File: src/rtl/start_token_consumer.sv
// rtl/start_token_consumer.sv - pops start tokens and issues ap_start, bounding in-flight iterations
// Optional iteration counter: define START_TOKEN_CONSUMER_ITER_CNT_EN.
module start_token_consumer #(
    parameter int DATA_WIDTH   = 1,
    parameter int MAX_INFLIGHT = 2,
    parameter int CNT_WIDTH    = 2
) (
    input  logic                  clk,
    input  logic                  reset,
    input  logic                  tok_empty_n,
    output logic                  tok_read,
    input  logic [DATA_WIDTH-1:0] tok_dout,
    output logic                  ap_start,
    input  logic                  ap_ready,
    input  logic                  ap_done,
    output logic [DATA_WIDTH-1:0] tok_data,
    output logic                  ap_idle,
    output logic                  err_underflow,
    output logic [31:0]           iter_cnt
);

    typedef enum logic {
        IDLE  = 1'b0,
        ARMED = 1'b1
    } state_t;

    localparam logic [CNT_WIDTH:0] MAX_EXT = (CNT_WIDTH+1)'(MAX_INFLIGHT);

    state_t               state;
    state_t               state_nxt;
    logic [CNT_WIDTH-1:0] inflight;
    logic [CNT_WIDTH:0]   inflight_ext;
    logic [CNT_WIDTH:0]   inflight_after_start;
    logic                 accept;
    logic                 done_ok;
    logic                 can_idle_pop;
    logic                 can_chain_pop;

    assign inflight_ext         = {1'b0, inflight};
    assign accept               = (state == ARMED) & ap_ready;
    // A done that arrives with nothing in flight is only legal if it pairs with a same-cycle start.
    assign done_ok              = ap_done & ((inflight != '0) | accept);
    assign inflight_after_start = inflight_ext + (CNT_WIDTH+1)'(1) - (CNT_WIDTH+1)'(ap_done);
    assign can_idle_pop         = inflight_ext < MAX_EXT;
    assign can_chain_pop        = inflight_after_start < MAX_EXT;

    always_ff @(posedge clk) begin
        if (reset) begin
            state <= IDLE;
        end else begin
            state <= state_nxt;
        end
    end

    always_comb begin
        state_nxt = state;
        case (state)
            IDLE: begin
                if (tok_read) begin
                    state_nxt = ARMED;
                end
            end
            ARMED: begin
                if (ap_ready && !tok_read) begin
                    state_nxt = IDLE;
                end
            end
            default: state_nxt = IDLE;
        endcase
    end

    always_comb begin
        tok_read = 1'b0;
        ap_start = 1'b0;
        case (state)
            IDLE: begin
                tok_read = tok_empty_n & can_idle_pop;
            end
            ARMED: begin
                ap_start = 1'b1;
                tok_read = ap_ready & tok_empty_n & can_chain_pop;
            end
            default: begin
                tok_read = 1'b0;
                ap_start = 1'b0;
            end
        endcase
        // Never pop during reset: the token would be discarded with the rest of the state.
        if (reset) begin
            tok_read = 1'b0;
        end
    end

    assign ap_idle = (state == IDLE) & (inflight == '0) & ~tok_empty_n;

    always_ff @(posedge clk) begin
        if (reset) begin
            inflight      <= '0;
            tok_data      <= '0;
            err_underflow <= 1'b0;
        end else begin
            if (tok_read) begin
                tok_data <= tok_dout;
            end
            case ({accept, done_ok})
                2'b10:   inflight <= inflight + CNT_WIDTH'(1);
                2'b01:   inflight <= inflight - CNT_WIDTH'(1);
                default: inflight <= inflight;
            endcase
            if (ap_done && !done_ok) begin
                err_underflow <= 1'b1;
            end
        end
    end

`ifdef START_TOKEN_CONSUMER_ITER_CNT_EN
    logic [31:0] iter_q;

    always_ff @(posedge clk) begin
        if (reset) begin
            iter_q <= '0;
        end else if (done_ok) begin
            iter_q <= iter_q + 32'd1;
        end
    end

    assign iter_cnt = iter_q;
`else
    assign iter_cnt = '0;
`endif

endmodule
File: config.mk
export PLATFORM = sky130hd
export DESIGN_NAME = start_token_consumer
export DESIGN_NICKNAME = d
export VERILOG_FILES = /design/src/rtl/start_token_consumer.sv
export SDC_FILE = /design/constraint.sdc
export NUM_CORES = 1
export LEC_CHECK = 0
export BUFFER_PORTS_ARGS = -buffer_cell sky130_fd_sc_hd__buf_2
export CAP_MARGIN = 0
export CORE_AREA = 2 2 39 41
export CTS_BUF_LIST = sky130_fd_sc_hd__clkbuf_8
export DETAILED_ROUTE_END_ITERATION = 8
export DIE_AREA = 0 0 41 43
export PLACE_DENSITY = 0.78
export SYNTH_ARGS = -nofsm -noshare
export SYNTH_HDL_FRONTEND = slang
export SYNTH_SLANG_ARGS = --single-unit
File: constraint.sdc
create_clock -name clk -period 1.7 [get_ports clk]
set_input_delay 0.34 -clock clk [delete_from_list [all_inputs] [get_ports clk]]
set_output_delay 0.34 -clock clk [all_outputs]
set_load 0.1 [all_outputs]
==> results of run 1 <==
[cell usage in the layout (no fill, tap or decap)]
master,instances
a211oi_2,1
ha_1,1
dfxtp_2,1
nor4_4,1
o21ai_0,1
nor2_4,1
nor2_1,2
mux2i_1,1
a21oi_1,3
buf_4,1
dfxtp_1,3
nand2_1,1
or3_1,1
dfxtp_4,1
inv_1,1
nand4b_1,1
xor2_1,1
nor2b_1,1
buf_2,8
nand3b_1,1
clkbuf_8,3
nand2b_1,3
buf_12,2
conb_1,32
xnor2_1,1
[registers in the layout, summed over array words and instances (netlist names)]
name	count
tok_data	1
state	1
inflight	2
err_underflow	1
[area by class of cell]
cell class | count | area [um^2]
well taps | 16 | 20.0
multi-input cells | 53 | 284
clock buffers | 3 | 41.3
repair buffers | 11 | 87.6
fillers | 157 | 842
flip-flops and latches | 5 | 105
clock inverters | 1 | 3.75
[metrics by stage]
stage	setup slack, ns	hold WS (ns)
2_1_floorplan	-0.0901	0.399
3_3_place_gp	0.0332	0.449
3_5_place_dp	-0.0107	0.467
4_1_cts	0.0818	0.373
5_1_grt	-0.00865	0.403
6_report	0.0887	0.375
[metal layers]
metal | global-route usage | vias to the layer above | routed length, um
met5 | 0 | - | 0
met3 | 0.0366 | 2 | 125
li1 | - | 154 | -
met1 | 0.100 | 145 | 234
met2 | 0.138 | 29 | 391
met4 | 0.100 | 0 | 23
[logic make-up after synthesis]
family,Yosys count,synth area share
AO/OA/AOI/OAI,5,0.0573
XOR/XNOR,2,0.0365
AND/OR/NAND/NOR,12,0.143
adder cells (fa/ha/maj),1,0.0260
multiplexers,1,0.0208
flip-flops,5,0.208
buffers and inverters,32,0.500
other,1,0.00781
[power by group]
group          internal [uW]  switching [uW]  leakage [uW]  total [uW]
Clock                    155            62.8     0.0000269         218
Combinational            133             549      0.000210         682
Sequential               150            45.7     0.0000422         196
Total                    438             658      0.000279        1100
[synth_stat cells, drive strengths merged]
cell type | count | area, um^2
nor4 | 1 | 6.26
a211oi | 1 | 7.51
nand2b | 3 | 18.8
nor2b | 1 | 6.26
or3 | 1 | 6.26
xor2 | 1 | 8.76
dfxtp | 5 | 100
nand4b | 1 | 8.76
nand3b | 1 | 7.51
ha | 1 | 12.5
nor2 | 3 | 11.3
o21ai | 1 | 5.00
a21oi | 3 | 15.0
buf | 32 | 240
nand2 | 1 | 3.75
conb | 1 | 3.75
mux2i | 1 | 10.0
xnor2 | 1 | 8.76
[path summary, 6_finish.rpt]
path	start	endpoint	slack [ns]	cells after the start
worst max register to register	inflight[0]	inflight[1]	0.14	5
worst min register to register	err_underflow	err_underflow	0.47	2
worst min-delay path	ap_done	err_underflow	0.37	3
worst max-delay path	inflight[0]	tok_read	0.09	4
[critical path, cell delays in order (launching register included)]
cell and delay [ns]:
dfxtp_2 0.35, nand3b_1 0.10, nand4b_1 0.23, nor2_4 0.18
buf_12 0.18
[what timing repair did]
action                     in CTS  in global routing
hold buffers                    0                  0
gates resized for setup         0                  1
setup endpoints to repair       0                  1
setup buffers                   0                  0
==> flow_metrics.py, run 1 <==
metrics = {
    "pwr": {
        "total_power_uw": 1100,
        "p_leak_uw": 0.000279,
        "powerDensity_mw_per_mm2": 2020,
        "ir_worst_vdd_uv": 645,
    },
    "layout": {
        "fin_area_um2": 542,
        "syn_to_final_growth_pct": 12.8,
        "drive_gt1_frac": 0.260,
        "final_cells": 89,
        "finalNetCount": 81,
        "final_core_util": 0.392,
        "diodes": 0,
    },
    "clock_network": {
        "insertion_delay_ns": 0.22,
        "cts_root_buf": "clkbuf_8",
        "htree_levels": 1,
        "cts_tree": "done",
        "clkTransAtPathRegs_ns": 0.04,
        "clock_path_buffers": 2,
        "clock-sinks": 5,
        "cts_buffers": 3,
    },
    "timing": {
        "setup_tns_ns": 0,
        "finalCritPeriodShare": 0.948,
        "finClkSkew_ns": 0.000529,
        "fmax_mhz": 621,
        "hold_viol_final": 0,
        "slew_viol_final": 0,
        "finalSetupViolations": 0,
        "fin_crit_ns": 1.61,
    },
    "setup_path": {
        "critPathKind": "reg -> out",
        "crit_arrival_ns": 1.27,
        "worstPathRequired_ns": 1.36,
        "setup.worst_path.end_class": "output pin",
        "start_kind": "register",
        "path_max_fanout": 5,
    },
    "global_routing": {
        "grt_first_pass_wirelength_mm": 1.10,
        "grt_pass1_vias": 279,
        "antenna_found_initial": 0,
        "grt_max_degree": 8,
        "grt_usage": 0.0975,
        "overflow": 0,
    },
    "floorplan": {
        "fp.dieW_um": 41,
        "floorplan.die_area_mm2": 0.00176,
        "start_util": 0.347,
        "row_count": 14,
        "num_io_pins": 43,
        "coreArea_mm2": 0.00138,
        "die_h_um": 43,
    },
    "synthesis": {
        "postSynthAreaPerCell_um2": 8.14,
        "syn_area_um2": 480,
        "seq_area_frac_synth": 0.208,
        "syn_inst": 59,
        "ys_warn_count": 0,
        "netlist-cell-type-count": 18,
        "ys_ff_latch": 5,
    },
    "route": {
        "drt_iter0_drc": 3,
        "ant_nets": 0,
        "vias": 330,
        "firstDrtPassIters": 4,
        "vias_per_cell": 3.71,
        "route.detailed.drc": 0,
        "routed_wl_um": 773,
        "post_drt_wl_per_cell_um": 8.69,
    },
    "hold_path": {
        "hp-class": "in -> reg",
    },
    "placed_design": {
        "place_area_um2": 492,
        "routabilityCongestion": 0.645,
        "numPortBuffers": 10,
        "dp_hpwl_um": 608,
        "dp_cells": 85,
    },
    "flow_run": {
        "maxCapViolCount": 0,
    },
    "outcome": {
        "status": "finished clean",
    },
}
Note: power is estimated with default switching activity, not from simulation.
==> run 2: changes to the inputs <==
Settings changed: ABC_AREA set to 1, CORE_AREA 2 2 39 41 to unset, CORE_MARGIN set to 2, CORE_UTILIZATION set to 39, DIE_AREA 0 0 41 43 to unset, HOLD_SLACK_MARGIN set to 0.02, PLACE_DENSITY 0.78 to 0.8.
==> run 2 against run 1 <==
  * Hold slack worse by 0.048 ns
  * Fmax is 10% higher
  * Core utilization is 5.8 points higher
  * Sequential power is 21% lower
  * Clock skew hardly changed
  * First-iteration DRC count is 33% higher
  * Critical endpoint unchanged
  * Total power is 18% lower
  * Non-clock buffer count is 1 lower
  * Combinational power is 22% lower
  * Global-route usage is 0.21 points lower
  * Sequential share of layout area is 1.2 points lower
  * Design area is 6.7% higher
==> flow_metrics.py, run 2 <==
metrics = {
    "layout": {
        "top_register": "inflight",
        "finalNetCount": 96,
        "syn_to_final_growth_pct": 8.45,
        "regArea_um2": 105,
        "multi_input_area_um2": 299,
        "final_common_cell": "conb_1",
        "drive_gt1_frac": 0.273,
        "largest_reg_flops": 2,
        "fill_cells": 131,
        "final_cell_mix": "conb_1, nor2_1, inv_1, buf_2, nand2_1",
        "diodes": 0,
        "fin_area_um2": 578,
        "final_core_util": 0.450,
    },
    "setup_path": {
        "timing.rr.start": "inflight[0]",
        "setup.worst_path.end_class": "output pin",
        "startpoint": "inflight[1]",
        "crit_arrival_ns": 1.12,
        "worstPathRequired_ns": 1.36,
        "r2r_setup_slack_ns": 0.31,
        "path_max_fanout": 3,
        "critPathKind": "reg -> out",
        "worstRegToRegCells": 7,
        "crit_slowest_cell": "dfxtp_1",
        "setup.worst_path.end": "tok_read",
        "cpPeakStageDelay_ns": 0.33,
        "crit_chain": "inv_1 > nand3_2 > nor2_4 > buf_12",
        "r2r_end": "inflight[1]",
        "start_kind": "register",
    },
    "clock_network": {
        "cts_resized": 0,
        "holdBufCountCts": 0,
        "insertion_delay_ns": 0.22,
        "clock-sinks": 5,
        "cts_tree": "done",
        "clock_path_buffers": 2,
        "cts_root_buf": "clkbuf_8",
        "post_cts_buffers": 0,
        "cts_buffers": 3,
        "htree_levels": 1,
        "clkTransAtPathRegs_ns": 0.03,
    },
    "route": {
        "firstDrtPassIters": 2,
        "drt_iter0_drc": 4,
        "routed_wl_um": 737,
        "vias": 374,
        "ant_nets": 0,
        "post_drt_wl_per_cell_um": 7.16,
        "route.detailed.drc": 0,
        "vias_per_cell": 3.63,
    },
    "synthesis": {
        "postSynthAreaPerCell_um2": 7.11,
        "netlist_top_cells_count": "buf_4, nor2_1, inv_1, dfxtp_1, nand2_1",
        "synth.largest_area_cell": "buf_4",
        "syn_area_um2": 533,
        "seq_area_frac_synth": 0.188,
        "yosysMostFrequentCell": "buf_4",
        "synthTopCellsByArea": "buf_4, dfxtp_1, nor2_1",
        "synth-main-ff-cell": "dfxtp_1",
        "synth.top_cell.area_share": 0.451,
        "syn_inst": 75,
        "netlist-cell-type-count": 17,
        "ys_warn_count": 0,
        "ys_ff_latch": 5,
        "synth_edf_count": 0,
        "async_reset_ff_frac": 0,
    },
    "pwr": {
        "p_leak_uw": 0.000328,
        "total_power_uw": 896,
        "powerDensity_mw_per_mm2": 1550,
        "ir_worst_vdd_uv": 544,
    },
    "timing": {
        "whs_ns": 0.327,
        "finClkSkew_ns": 0.000682,
        "hold_viol_final": 0,
        "setup_tns_ns": 0,
        "rsz0062_at_grt": "false",
        "fmax_mhz": 684,
        "slew_viol_final": 0,
        "finalSetupViolations": 0,
        "fin_crit_ns": 1.46,
        "finalCritPeriodShare": 0.859,
    },
    "placed_design": {
        "routabilityCongestion": 0.639,
        "numPortBuffers": 10,
        "place_area_um2": 532,
        "dp_hpwl_um": 674,
    },
    "floorplan": {
        "floorplan.die_area_mm2": 0.00168,
        "coreArea_mm2": 0.00128,
        "row_count": 13,
        "fp.dieW_um": 41.0,
        "die_h_um": 41.0,
        "num_io_pins": 43,
        "start_util": 0.415,
    },
    "global_routing": {
        "grt_first_pass_wirelength_mm": 1.00,
        "grt_pass1_vias": 280,
        "antenna_found_initial": 0,
        "grt_max_degree": 7,
        "overflow": 0,
        "grt_usage": 0.0954,
    },
    "hold_path": {
        "hp-class": "in -> reg",
    },
    "outcome": {
        "status": "finished clean",
    },
    "flow_run": {
        "maxCapViolCount": 0,
    },
}
run 2: cell count changes in the layout (fill, tap and decap cells not counted), moves of 2 or more:
cell and delta:
nand2_1 +4, nand2b_1 -3, nor2_2 +2, nand3_2 +2
nor2_1 +7, inv_1 +7
run 2: logic make-up after synthesis:
kind of cell,after synthesis,share of synthesized area
and+or+nand+nor,22,0.204
DFF,5,0.188
AOI/OAI and AO/OA,5,0.0540
xor gates and xnor gates,1,0.0164
adders and majority gates,1,0.0235
buffers and inverters,40,0.507
other,1,0.00704
run 2: report_power, final:
| group | switching (uW) | leakage (uW) | internal (uW) |
|---|---|---|---|
| registers | 20.6 | 0.0000422 | 135 |
| clock network | 54.1 | 0.0000269 | 154 |
| logic | 462 | 0.000259 | 69.9 |
| total | 537 | 0.000328 | 359 |
run 2: cell type report:
cell class | instances | share of cell area
repair buffers | 10 | 0.139
multi-input cells | 61 | 0.517
flip-flops and latches | 5 | 0.182
inverters | 8 | 0.0519
clock inverters | 1 | 0.00649
well taps | 15 | 0.0325
clock buffers | 3 | 0.0714
run 2: metrics by stage:
step | worst slack [ns] | std cells
final | 0.239 | 103
after global routing | 0.0882 | 103
after CTS | 0.150 | 103
after detailed placement | 0.192 | 99
after global placement | 0.274 | 99
after floorplan | -0.121 | 106
run 2: worst min-delay path by stage:
| stage | endpoint | from | slack (ns) | depth (start not counted) |
|---|---|---|---|---|
| detailed placement | err_underflow | err_underflow | 0.44 | 2 |
| CTS | state | reset | 0.32 | 2 |
| global placement | err_underflow | err_underflow | 0.44 | 2 |
| finish | state | reset | 0.33 | 2 |
| floorplan | state | reset | 0.40 | 1 |
| global route | state | reset | 0.33 | 2 |
run 2: critical path: cells and delay by family, from the launching register on:
kind | cells | cell delay (ns)
buffers and inverters | 2 | 0.30
AND/OR/NAND/NOR | 2 | 0.28
flip-flops | 1 | 0.33
run 2: metal layers:
layer  wire length, um  track usage  vias to the layer above
met3               104       0.0326                        2
li1                  -            -                      190
met5                 0            0                        -
met1               255       0.0847                      155
met2               361        0.172                       27
met4                15       0.0750                        0
